--- config.mk ---
export PLATFORM = sky130hd
export DESIGN_NAME = pipe_ctrl_flat
export DESIGN_NICKNAME = d
export VERILOG_FILES = /design/src/rtl/pipe_ctrl_if.sv /design/src/rtl/pipe_ctrl.sv /design/src/flat_wrapper.sv
export SDC_FILE = /design/constraint.sdc
export NUM_CORES = 1
export LEC_CHECK = 0
export CELL_PAD_IN_SITES_DETAIL_PLACEMENT = 1
export CELL_PAD_IN_SITES_GLOBAL_PLACEMENT = 1
export CORE_MARGIN = 2
export CORE_UTILIZATION = 40
export DETAILED_ROUTE_END_ITERATION = 16
export DONT_BUFFER_PORTS = 1
export PLACE_DENSITY = 0.74
export SLEW_MARGIN = 20
export SYNTH_ARGS = -nofsm -noshare
export SYNTH_HDL_FRONTEND = slang
export SYNTH_SLANG_ARGS = --single-unit
--- constraint.sdc ---
create_clock -name clk -period 2.8 [get_ports clk]
set_input_delay 0.56 -clock clk [delete_from_list [all_inputs] [get_ports clk]]
set_output_delay 0.56 -clock clk [all_outputs]
set_load 0.02 [all_outputs]
--- src/rtl/pipe_ctrl_if.sv ---
// Pipeline control bundle: hazard/memory status in, freeze/flush out.
interface pipe_ctrl_if #(
    parameter int CNT_W = 16
);
    logic [3:0]       src1;
    logic [3:0]       src2;
    logic             two_src;
    logic [3:0]       ex_dest;
    logic [3:0]       mem_dest;
    logic             ex_wb_en;
    logic             mem_wb_en;
    logic             branch_taken;
    logic             mem_req;
    logic             mem_ready;
    logic             if_freeze;
    logic             ifreg_freeze;
    logic             ifreg_flush;
    logic             idreg_flush;
    logic             pipe_freeze;
    logic             fault;
    logic [1:0]       state;
    logic [CNT_W-1:0] stall_cnt;

    modport master (
        output src1, src2, two_src, ex_dest, mem_dest,
        output ex_wb_en, mem_wb_en, branch_taken,
        output mem_req, mem_ready,
        input  if_freeze, ifreg_freeze, ifreg_flush,
        input  idreg_flush, pipe_freeze,
        input  fault, state, stall_cnt
    );

    modport slave (
        input  src1, src2, two_src, ex_dest, mem_dest,
        input  ex_wb_en, mem_wb_en, branch_taken,
        input  mem_req, mem_ready,
        output if_freeze, ifreg_freeze, ifreg_flush,
        output idreg_flush, pipe_freeze,
        output fault, state, stall_cnt
    );
endinterface

--- src/rtl/pipe_ctrl.sv ---
// Pipeline hazard/stall controller: boot hold, RAW interlock,
// branch flush, memory wait with timeout fault, stall counter.
module pipe_ctrl #(
    parameter int BOOT_CYCLES = 4,
    parameter int MEM_TIMEOUT = 255,
    parameter int CNT_W       = 16
) (
    input logic        clk,
    input logic        rst,
    pipe_ctrl_if.slave bus
);
    localparam int BW = (BOOT_CYCLES > 1) ? $clog2(BOOT_CYCLES) : 1;
    localparam int TW = (MEM_TIMEOUT > 0) ? $clog2(MEM_TIMEOUT + 1) : 1;
    localparam logic [BW-1:0] BOOT_LAST =
        BW'((BOOT_CYCLES > 0) ? BOOT_CYCLES - 1 : 0);
    localparam logic [TW-1:0] TMO_MAX = TW'(MEM_TIMEOUT);

    typedef enum logic [1:0] {
        BOOT     = 2'd0,
        RUN      = 2'd1,
        MEM_WAIT = 2'd2,
        FAULT    = 2'd3
    } state_t;

    state_t           st_q, st_nxt;
    logic [BW-1:0]    boot_q, boot_nxt;
    logic [TW-1:0]    tmo_q, tmo_nxt;
    logic [CNT_W-1:0] stall_q;

    logic hazard, memstall, go;
    logic if_frz, ifr_frz, ifr_fl, idr_fl, p_frz;

    assign hazard =
        (bus.ex_wb_en & (bus.ex_dest == bus.src1)) |
        (bus.ex_wb_en & bus.two_src & (bus.ex_dest == bus.src2)) |
        (bus.mem_wb_en & (bus.mem_dest == bus.src1)) |
        (bus.mem_wb_en & bus.two_src & (bus.mem_dest == bus.src2));
    assign memstall = bus.mem_req & ~bus.mem_ready;

    always_comb begin
        st_nxt   = st_q;
        boot_nxt = boot_q;
        tmo_nxt  = tmo_q;
        if_frz   = 1'b0;
        ifr_frz  = 1'b0;
        ifr_fl   = 1'b0;
        idr_fl   = 1'b0;
        p_frz    = 1'b0;
        go       = 1'b0;
        unique case (st_q)
            BOOT: begin
                {if_frz, ifr_frz, p_frz} = 3'b111;
                if (BOOT_CYCLES == 0 || boot_q == BOOT_LAST)
                    st_nxt = RUN;
                else
                    boot_nxt = boot_q + 1'b1;
            end
            RUN: begin
                if (memstall) begin
                    {if_frz, ifr_frz, p_frz} = 3'b111;
                    st_nxt  = MEM_WAIT;
                    tmo_nxt = TW'(1);
                end else begin
                    go = 1'b1;
                end
            end
            MEM_WAIT: begin
                if (!bus.mem_ready) begin
                    {if_frz, ifr_frz, p_frz} = 3'b111;
                    if (tmo_q == TMO_MAX)
                        st_nxt = FAULT;
                    else
                        tmo_nxt = tmo_q + 1'b1;
                end else begin
                    st_nxt = RUN;
                    go     = 1'b1;
                end
            end
            FAULT: begin
                {if_frz, ifr_frz, p_frz} = 3'b111;
            end
            default: st_nxt = BOOT;
        endcase
        // Branch wins over the interlock: the stalled instruction is flushed anyway.
        if (go) begin
            if (bus.branch_taken) begin
                ifr_fl = 1'b1;
                idr_fl = 1'b1;
            end else if (hazard) begin
                if_frz  = 1'b1;
                ifr_frz = 1'b1;
                idr_fl  = 1'b1;
            end
        end
    end

    always_ff @(posedge clk or posedge rst) begin
        if (rst) begin
            st_q    <= BOOT;
            boot_q  <= '0;
            tmo_q   <= '0;
            stall_q <= '0;
        end else begin
            st_q   <= st_nxt;
            boot_q <= boot_nxt;
            tmo_q  <= tmo_nxt;
            if ((st_q == RUN || st_q == MEM_WAIT) &&
                (if_frz || p_frz) && !(&stall_q))
                stall_q <= stall_q + 1'b1;
        end
    end

    assign bus.if_freeze    = if_frz;
    assign bus.ifreg_freeze = ifr_frz;
    assign bus.ifreg_flush  = ifr_fl;
    assign bus.idreg_flush  = idr_fl;
    assign bus.pipe_freeze  = p_frz;
    assign bus.fault        = (st_q == FAULT);
    assign bus.state        = st_q;
    assign bus.stall_cnt    = stall_q;
endmodule

--- src/flat_wrapper.sv ---
// flat-port wrapper written by rule: the top's interface ports become plain ports
module pipe_ctrl_flat 
#(
    parameter int BOOT_CYCLES = 4,
    parameter int MEM_TIMEOUT = 255,
    parameter int CNT_W       = 16
)
  (clk, rst, bus_src1, bus_src2, bus_two_src, bus_ex_dest, bus_mem_dest, bus_ex_wb_en, bus_mem_wb_en, bus_branch_taken, bus_mem_req, bus_mem_ready, bus_if_freeze, bus_ifreg_freeze, bus_ifreg_flush, bus_idreg_flush, bus_pipe_freeze, bus_fault, bus_state, bus_stall_cnt);
  pipe_ctrl_if #(.CNT_W(CNT_W)) bus_i ();
  input logic clk;
  input logic rst;
  input wire logic [$bits(bus_i.src1)-1:0] bus_src1;
  input wire logic [$bits(bus_i.src2)-1:0] bus_src2;
  input wire logic [$bits(bus_i.two_src)-1:0] bus_two_src;
  input wire logic [$bits(bus_i.ex_dest)-1:0] bus_ex_dest;
  input wire logic [$bits(bus_i.mem_dest)-1:0] bus_mem_dest;
  input wire logic [$bits(bus_i.ex_wb_en)-1:0] bus_ex_wb_en;
  input wire logic [$bits(bus_i.mem_wb_en)-1:0] bus_mem_wb_en;
  input wire logic [$bits(bus_i.branch_taken)-1:0] bus_branch_taken;
  input wire logic [$bits(bus_i.mem_req)-1:0] bus_mem_req;
  input wire logic [$bits(bus_i.mem_ready)-1:0] bus_mem_ready;
  output wire logic [$bits(bus_i.if_freeze)-1:0] bus_if_freeze;
  output wire logic [$bits(bus_i.ifreg_freeze)-1:0] bus_ifreg_freeze;
  output wire logic [$bits(bus_i.ifreg_flush)-1:0] bus_ifreg_flush;
  output wire logic [$bits(bus_i.idreg_flush)-1:0] bus_idreg_flush;
  output wire logic [$bits(bus_i.pipe_freeze)-1:0] bus_pipe_freeze;
  output wire logic [$bits(bus_i.fault)-1:0] bus_fault;
  output wire logic [$bits(bus_i.state)-1:0] bus_state;
  output wire logic [$bits(bus_i.stall_cnt)-1:0] bus_stall_cnt;
  assign bus_i.src1 = bus_src1;
  assign bus_i.src2 = bus_src2;
  assign bus_i.two_src = bus_two_src;
  assign bus_i.ex_dest = bus_ex_dest;
  assign bus_i.mem_dest = bus_mem_dest;
  assign bus_i.ex_wb_en = bus_ex_wb_en;
  assign bus_i.mem_wb_en = bus_mem_wb_en;
  assign bus_i.branch_taken = bus_branch_taken;
  assign bus_i.mem_req = bus_mem_req;
  assign bus_i.mem_ready = bus_mem_ready;
  assign bus_if_freeze = bus_i.if_freeze;
  assign bus_ifreg_freeze = bus_i.ifreg_freeze;
  assign bus_ifreg_flush = bus_i.ifreg_flush;
  assign bus_idreg_flush = bus_i.idreg_flush;
  assign bus_pipe_freeze = bus_i.pipe_freeze;
  assign bus_fault = bus_i.fault;
  assign bus_state = bus_i.state;
  assign bus_stall_cnt = bus_i.stall_cnt;
  pipe_ctrl #(.BOOT_CYCLES(BOOT_CYCLES), .MEM_TIMEOUT(MEM_TIMEOUT), .CNT_W(CNT_W)) u_core (.clk(clk), .rst(rst), .bus(bus_i));
endmodule
Word level (Yosys, flattened, before mapping)
Index checks and enable logic that the tools add are counted.
- bits in registers: 28
- output and inout bits: 24
- word-level logic and storage cells: 69
- $add $sub $neg: 3
- eq/ne operators: 14
- muxes and demuxes: 23
- bitwise logic cells: 12
- reductions and logical operators: 13
- operator list (cell ; number):
    8-bit two-way mux ; 3
    16-bit by 1-bit adder with 16-bit output, second input constant ; 1
    4-bit equality test ; 4
    8-bit one-hot mux with 2 select lines ; 1
    16-bit AND reduction ; 1
    1-bit two-way mux ; 12
    8-bit by 1-bit adder with 8-bit output, second input constant ; 1
    8-bit equality test, second input constant ; 1
    2-bit two-way mux ; 4
    4-bit AND reduction ; 2
    1-bit bitwise AND ; 7
    2-bit equality test, second input constant ; 3
    2-bit one-hot mux with 3 select lines ; 1
    2-bit by 1-bit != test with 1-bit output, second input constant ; 2
    2-bit != test, second input constant ; 2
    3-bit by 2-bit != test with 1-bit output, second input constant ; 1
    1-bit bitwise OR ; 3
    1-bit one-hot mux with 3 select lines ; 1
    3-bit nonzero test ; 1
    2-bit by 1-bit adder with 2-bit output, second input constant ; 1
    2-bit by 1-bit equality test with 1-bit output, second input constant ; 1
    1-bit logical AND ; 2
    2-bit logical NOT ; 1
    1-bit logical OR ; 2
    6 further kinds ; 7

Depth between registers and ports, before layout
- depth in word-level cells: 11
- depth in mapped cells: 10

Worst setup path after synthesis
No wires, ideal clock.
- kind: in2out
- start: in bus_ex_dest[2]
- end: out bus_ifreg_freeze
- arrival time: 2087 ps
- required time: 2240 ps
- setup slack: 153 ps
- cell stages on the path: 6
- path buffers: 1
- cell sequence: xor2_1 a211o_1 or4_1 a41o_1 nand2_1 buf_4
- longest elaborated chain between the ends: 8
- elaborated cells on any way between the ends: 10
- RTL lines (item ; RTL line ; source):
    from (decl) ; flat_wrapper.sv:15 ; input wire logic [$bits(bus_i.ex_dest)-1:0] bus_ex_dest;
    4-bit equality test (on tied branches) ; pipe_ctrl.sv:34, pipe_ctrl.sv:35 ;
    1-bit bitwise AND (on tied branches) ; pipe_ctrl.sv:34, pipe_ctrl.sv:35 ;
    1-bit bitwise OR (*) ; pipe_ctrl.sv:34 ; (bus.ex_wb_en & (bus.ex_dest == bus.src1)) |
    1-bit bitwise OR (*) ; pipe_ctrl.sv:35 ; (bus.ex_wb_en & bus.two_src & (bus.ex_dest == bus.src2)) |
    1-bit bitwise OR (*) ; pipe_ctrl.sv:36 ; (bus.mem_wb_en & (bus.mem_dest == bus.src1)) |
    1-bit two-way mux (*) (3 in series) ; n/a ;
    to (decl) ; flat_wrapper.sv:23 ; output wire logic [$bits(bus_i.ifreg_freeze)-1:0] bus_ifreg_freeze;
Every way passes the cells marked *; elsewhere a longest branch is shown, timed or not.

Final worst setup path
- start: reg u_core.st_q[1], in the netlist u_core.bus.state[1]
- end: out bus_ifreg_freeze
- longest elaborated chain between the ends: 6
- elaborated cells on any way between the ends: 10
- RTL lines (item ; RTL line ; source):
    from (decl) ; pipe_ctrl.sv:25 ; state_t st_q, st_nxt;
    from (signal assigned) ; pipe_ctrl.sv:104 ; st_q <= st_nxt;
    2-bit equality test / 2-bit logical NOT (equally long branches) ; n/a ;
    2-bit OR reduction (no source line) ; n/a ;
    1-bit one-hot mux with 3 select lines ; n/a ;
    1-bit two-way mux (2 in series) ; n/a ;
    1-bit two-way mux (*) ; n/a ;
Marked as above.

==> impl_metrics.json <==
{
  "outcome": "finished, final reports clean",
  "synth_nets": 209,
  "grt_antenna_before_repair": 0,
  "power_leakage_nw": 0.872,
  "timing.critical_path.from_type": "register",
  "layout_area_growth_over_synthesis_pct": 10.2,
  "timing.critical_path.to_type": "primary output",
  "route.detailed.vias_per_inst": 5.66,
  "fmax_mhz": 383,
  "synth_warnings": 0,
  "detailedPlacementHpwl_um": 3300,
  "yosys.cell_types.count": 39,
  "clockBufferDepth": 2,
  "cts-hold-fix-buffers": 0,
  "finalHoldWorstSlack_ns": 0.238,
  "first_global_vias": 1477,
  "postLayoutCoreUtil": 0.448,
  "post_synthesis_instance_total": 176,
  "design_area_um2": 1930,
  "top_signal_layer_used": "met4",
  "first_iter_violations": 28,
  "vias": 1336,
  "crit_path_top_delay_cell": "sky130_fd_sc_hd__dfrtp_2",
  "asyncSetResetFlopFracSynth": 1.00,
  "avgRoutedWirePerCell_um": 17.5,
  "met2_length_um": 2160,
  "grt_usage": 0.176,
  "final_period_minus_worst_setup_slack_ns": 2.61,
  "postSynthRegisterBits": 28,
  "power.density_nw_per_um2": 881,
  "numClockSinks": 28,
  "skew_ns": 0.00374,
  "ir_drop_mv": 0.340,
  "met1Wirelength_um": 1610,
  "row_count": 24,
  "grt_overflow": 0,
  "core_area_um2": 4290,
  "die_y_um": 70.1,
  "crit_path_cell_trace": "inv_2, ha_2, and3_1, a31o_2, nand2b_1, a41o_1, nand2_1, buf_12",
  "initial_core_util": 0.407,
  "count_of_flip_flops_with_a_built_in_enable_after_synthesis": 0,
  "synthesis.area_per_instance_um2": 9.92,
  "placed_cells_incl_taps": 231,
  "cts-buffers-inserted": 3,
  "antenna_cells_inserted": 0,
  "worst_slew_pin_slew_ns": 0.444,
  "stdcell_count": 236,
  "timing.critical_path.fanout_max": 6,
  "max-cap-violations": 0,
  "portBuffers": 0,
  "routabilityCongestion": 0.830,
  "critPathMaxStageDelay_ns": 0.50,
  "route.antenna.remaining_nets": 0,
  "design.die.area_um2": 4910,
  "timing.final.max_slew_violations": 0,
  "setup_tns_ns": 0,
  "timing.max_slew.rel_slack": 0.703,
  "synth.cell_area_um2": 1750,
  "fin_nets": 218,
  "rsz_0062_raised_after_global_routing": "no",
  "grt_pass1_wl_um": 6900,
  "cts_root_buf": "sky130_fd_sc_hd__clkbuf_8",
  "crit_arrival_ns": 2.05,
  "crit_required_ns": 2.24,
  "routed_length_on_met3_um": 252,
  "drc_errors": 0,
  "hold_viol": 0,
  "nFillCells": 497,
  "postPlaceCellArea_um2": 1840,
  "clock_tree_from_tritoncts": "done",
  "maximum_number_of_pins_on_one_net_before_global_route_repair": 29,
  "synth_ff_type": "sky130_fd_sc_hd__dfrtp_1",
  "kind_of_path_behind_the_tightest_hold_check": "input pin to asynchronous set/reset pin",
  "clkTransAtPathRegs_ns": 0.10,
  "critical_path_class": "register to primary output",
  "clock_tree.htree_level_count": 1,
  "firstDrtPassIters": 4,
  "min_period_over_period": 0.933,
  "final_layout_size_suffix_gt1_frac": 0.136,
  "ioPinCount": 48,
  "setup_viol": 0,
  "route.final.wire_length_um": 4140,
  "share_of_the_yosys_chip_area_belonging_to_registers": 0.401,
  "die_width_um": 70.1,
  "worstSkewPairLatency_ns": 0.28
}
critical path: cells and delay by family, from the launching register on:
family	cells	cell delay (ns)
flip-flops	1	0.50
AND/OR/NAND/NOR	3	0.36
AO/OA/AOI/OAI	2	0.35
adder cells (fa/ha/maj)	1	0.30
buffers and inverters	2	0.26
power by group:
| part | leakage (nW) | internal (mW) | switching (mW) |
|---|---|---|---|
| registers | 0.347 | 0.492 | 0.153 |
| clock network | 0.0357 | 0.192 | 0.130 |
| logic | 0.490 | 0.312 | 0.419 |
cells in the mapped netlist (5+ instances only):
cell / instances / area (µm²)
sky130_fd_sc_hd__nor2_1: 9 / 33.8
sky130_fd_sc_hd__xnor2_1: 9 / 78.8
sky130_fd_sc_hd__nand2_1: 14 / 52.6
sky130_fd_sc_hd__ha_1: 9 / 113
sky130_fd_sc_hd__nand4_1: 6 / 37.5
sky130_fd_sc_hd__dfrtp_1: 28 / 701
sky130_fd_sc_hd__nand3_1: 8 / 40.0
sky130_fd_sc_hd__xor2_1: 23 / 201
sky130_fd_sc_hd__and3_1: 5 / 31.3
sky130_fd_sc_hd__o21ai_0: 7 / 35.0
sky130_fd_sc_hd__inv_1: 13 / 48.8
sky130_fd_sc_hd__nor3_2: 6 / 60.1
through the flow:
step                      setup slack [ns]  total power [mW]
final                                0.188              1.70
after CTS                           0.0473              1.71
after global placement               0.234              1.35
after global routing                0.0651              1.82
after floorplan                      0.153              1.21
after detailed placement             0.142              1.39
layout make-up:
type | count | area [µm²] | area share
Timing Repair Buffer | 6 | 57.6 | 0.0299
Clock inverter | 1 | 30.0 | 0.0156
Tap cell | 52 | 65.1 | 0.0338
Inverter | 13 | 48.8 | 0.0253
Sequential cell | 28 | 702 | 0.365
Multi-Input combinational cell | 133 | 981 | 0.509
Clock buffer | 3 | 41.3 | 0.0214
kinds of logic after synthesis:
group	after synthesis	synth area share
xor gates and xnor gates	32	0.160
adders and majority gates	9	0.0645
muxes	3	0.0186
buffers and inverters	15	0.0387
AOI/OAI and AO/OA	24	0.0974
and+or+nand+nor	65	0.219
DFF	28	0.401
repair_timing:
action | CTS | global route
buffers inserted | 0 | 1
setup endpoints to repair | 2 | 2
gates resized for setup | 1 | 2
gates cloned | 0 | 0
sequential cells by signal (all words and copies together), names as in the netlist:
register	cells
u_core.boot_q	2
u_core.bus.stall_cnt	16
u_core.bus.state	2
u_core.tmo_q	8
placed cells by master (no fill, tap or decap), types with 2 or more instances in the layout:
master and count:
sky130_fd_sc_hd__a21oi_1 4, sky130_fd_sc_hd__and3_1 5, sky130_fd_sc_hd__buf_4 5, sky130_fd_sc_hd__clkbuf_8 3, sky130_fd_sc_hd__dfrtp_1 27, sky130_fd_sc_hd__ha_1 8, sky130_fd_sc_hd__inv_1 12, sky130_fd_sc_hd__mux2_2 2
sky130_fd_sc_hd__nand2_1 14, sky130_fd_sc_hd__nand2b_1 3, sky130_fd_sc_hd__nand3_1 8, sky130_fd_sc_hd__nand4_1 6, sky130_fd_sc_hd__nor2_1 9, sky130_fd_sc_hd__nor2b_1 3, sky130_fd_sc_hd__nor3_1 2, sky130_fd_sc_hd__nor3_2 6
sky130_fd_sc_hd__nor4_1 2, sky130_fd_sc_hd__o21ai_0 7, sky130_fd_sc_hd__or3_1 2, sky130_fd_sc_hd__or4_1 2, sky130_fd_sc_hd__xnor2_1 9, sky130_fd_sc_hd__xor2_1 23
final timing paths:
kind                                                       from  cells past startpoint                                   end  slack, ns
worst max-delay path            u_core.bus.state[1]$_DFFE_PP0P_                      8                      bus_ifreg_freeze       0.19
worst min-delay path                                        rst                      2  u_core.bus.stall_cnt[13]$_DFFE_PP0P_       0.24
worst max register to register  u_core.bus.state[1]$_DFFE_PP0P_                     10  u_core.bus.stall_cnt[14]$_DFFE_PP0P_       0.28
worst min register to register     u_core.boot_q[0]$_DFFE_PP0P_                      1          u_core.boot_q[0]$_DFFE_PP0P_       0.48
max in group asynchronous                                   rst                      2       u_core.bus.state[1]$_DFFE_PP0P_       2.28
min in group clk                   u_core.boot_q[0]$_DFFE_PP0P_                      1          u_core.boot_q[0]$_DFFE_PP0P_       0.48
layer usage:
| metal | track usage | vias up |
|---|---|---|
| li1 | - | 622 |
| met1 | 0.203 | 666 |
| met2 | 0.307 | 36 |
| met3 | 0.0548 | 12 |
| met4 | 0.0641 | 0 |
| met5 | 0 | - |
Note: power is estimated with default switching activity, not from simulation.
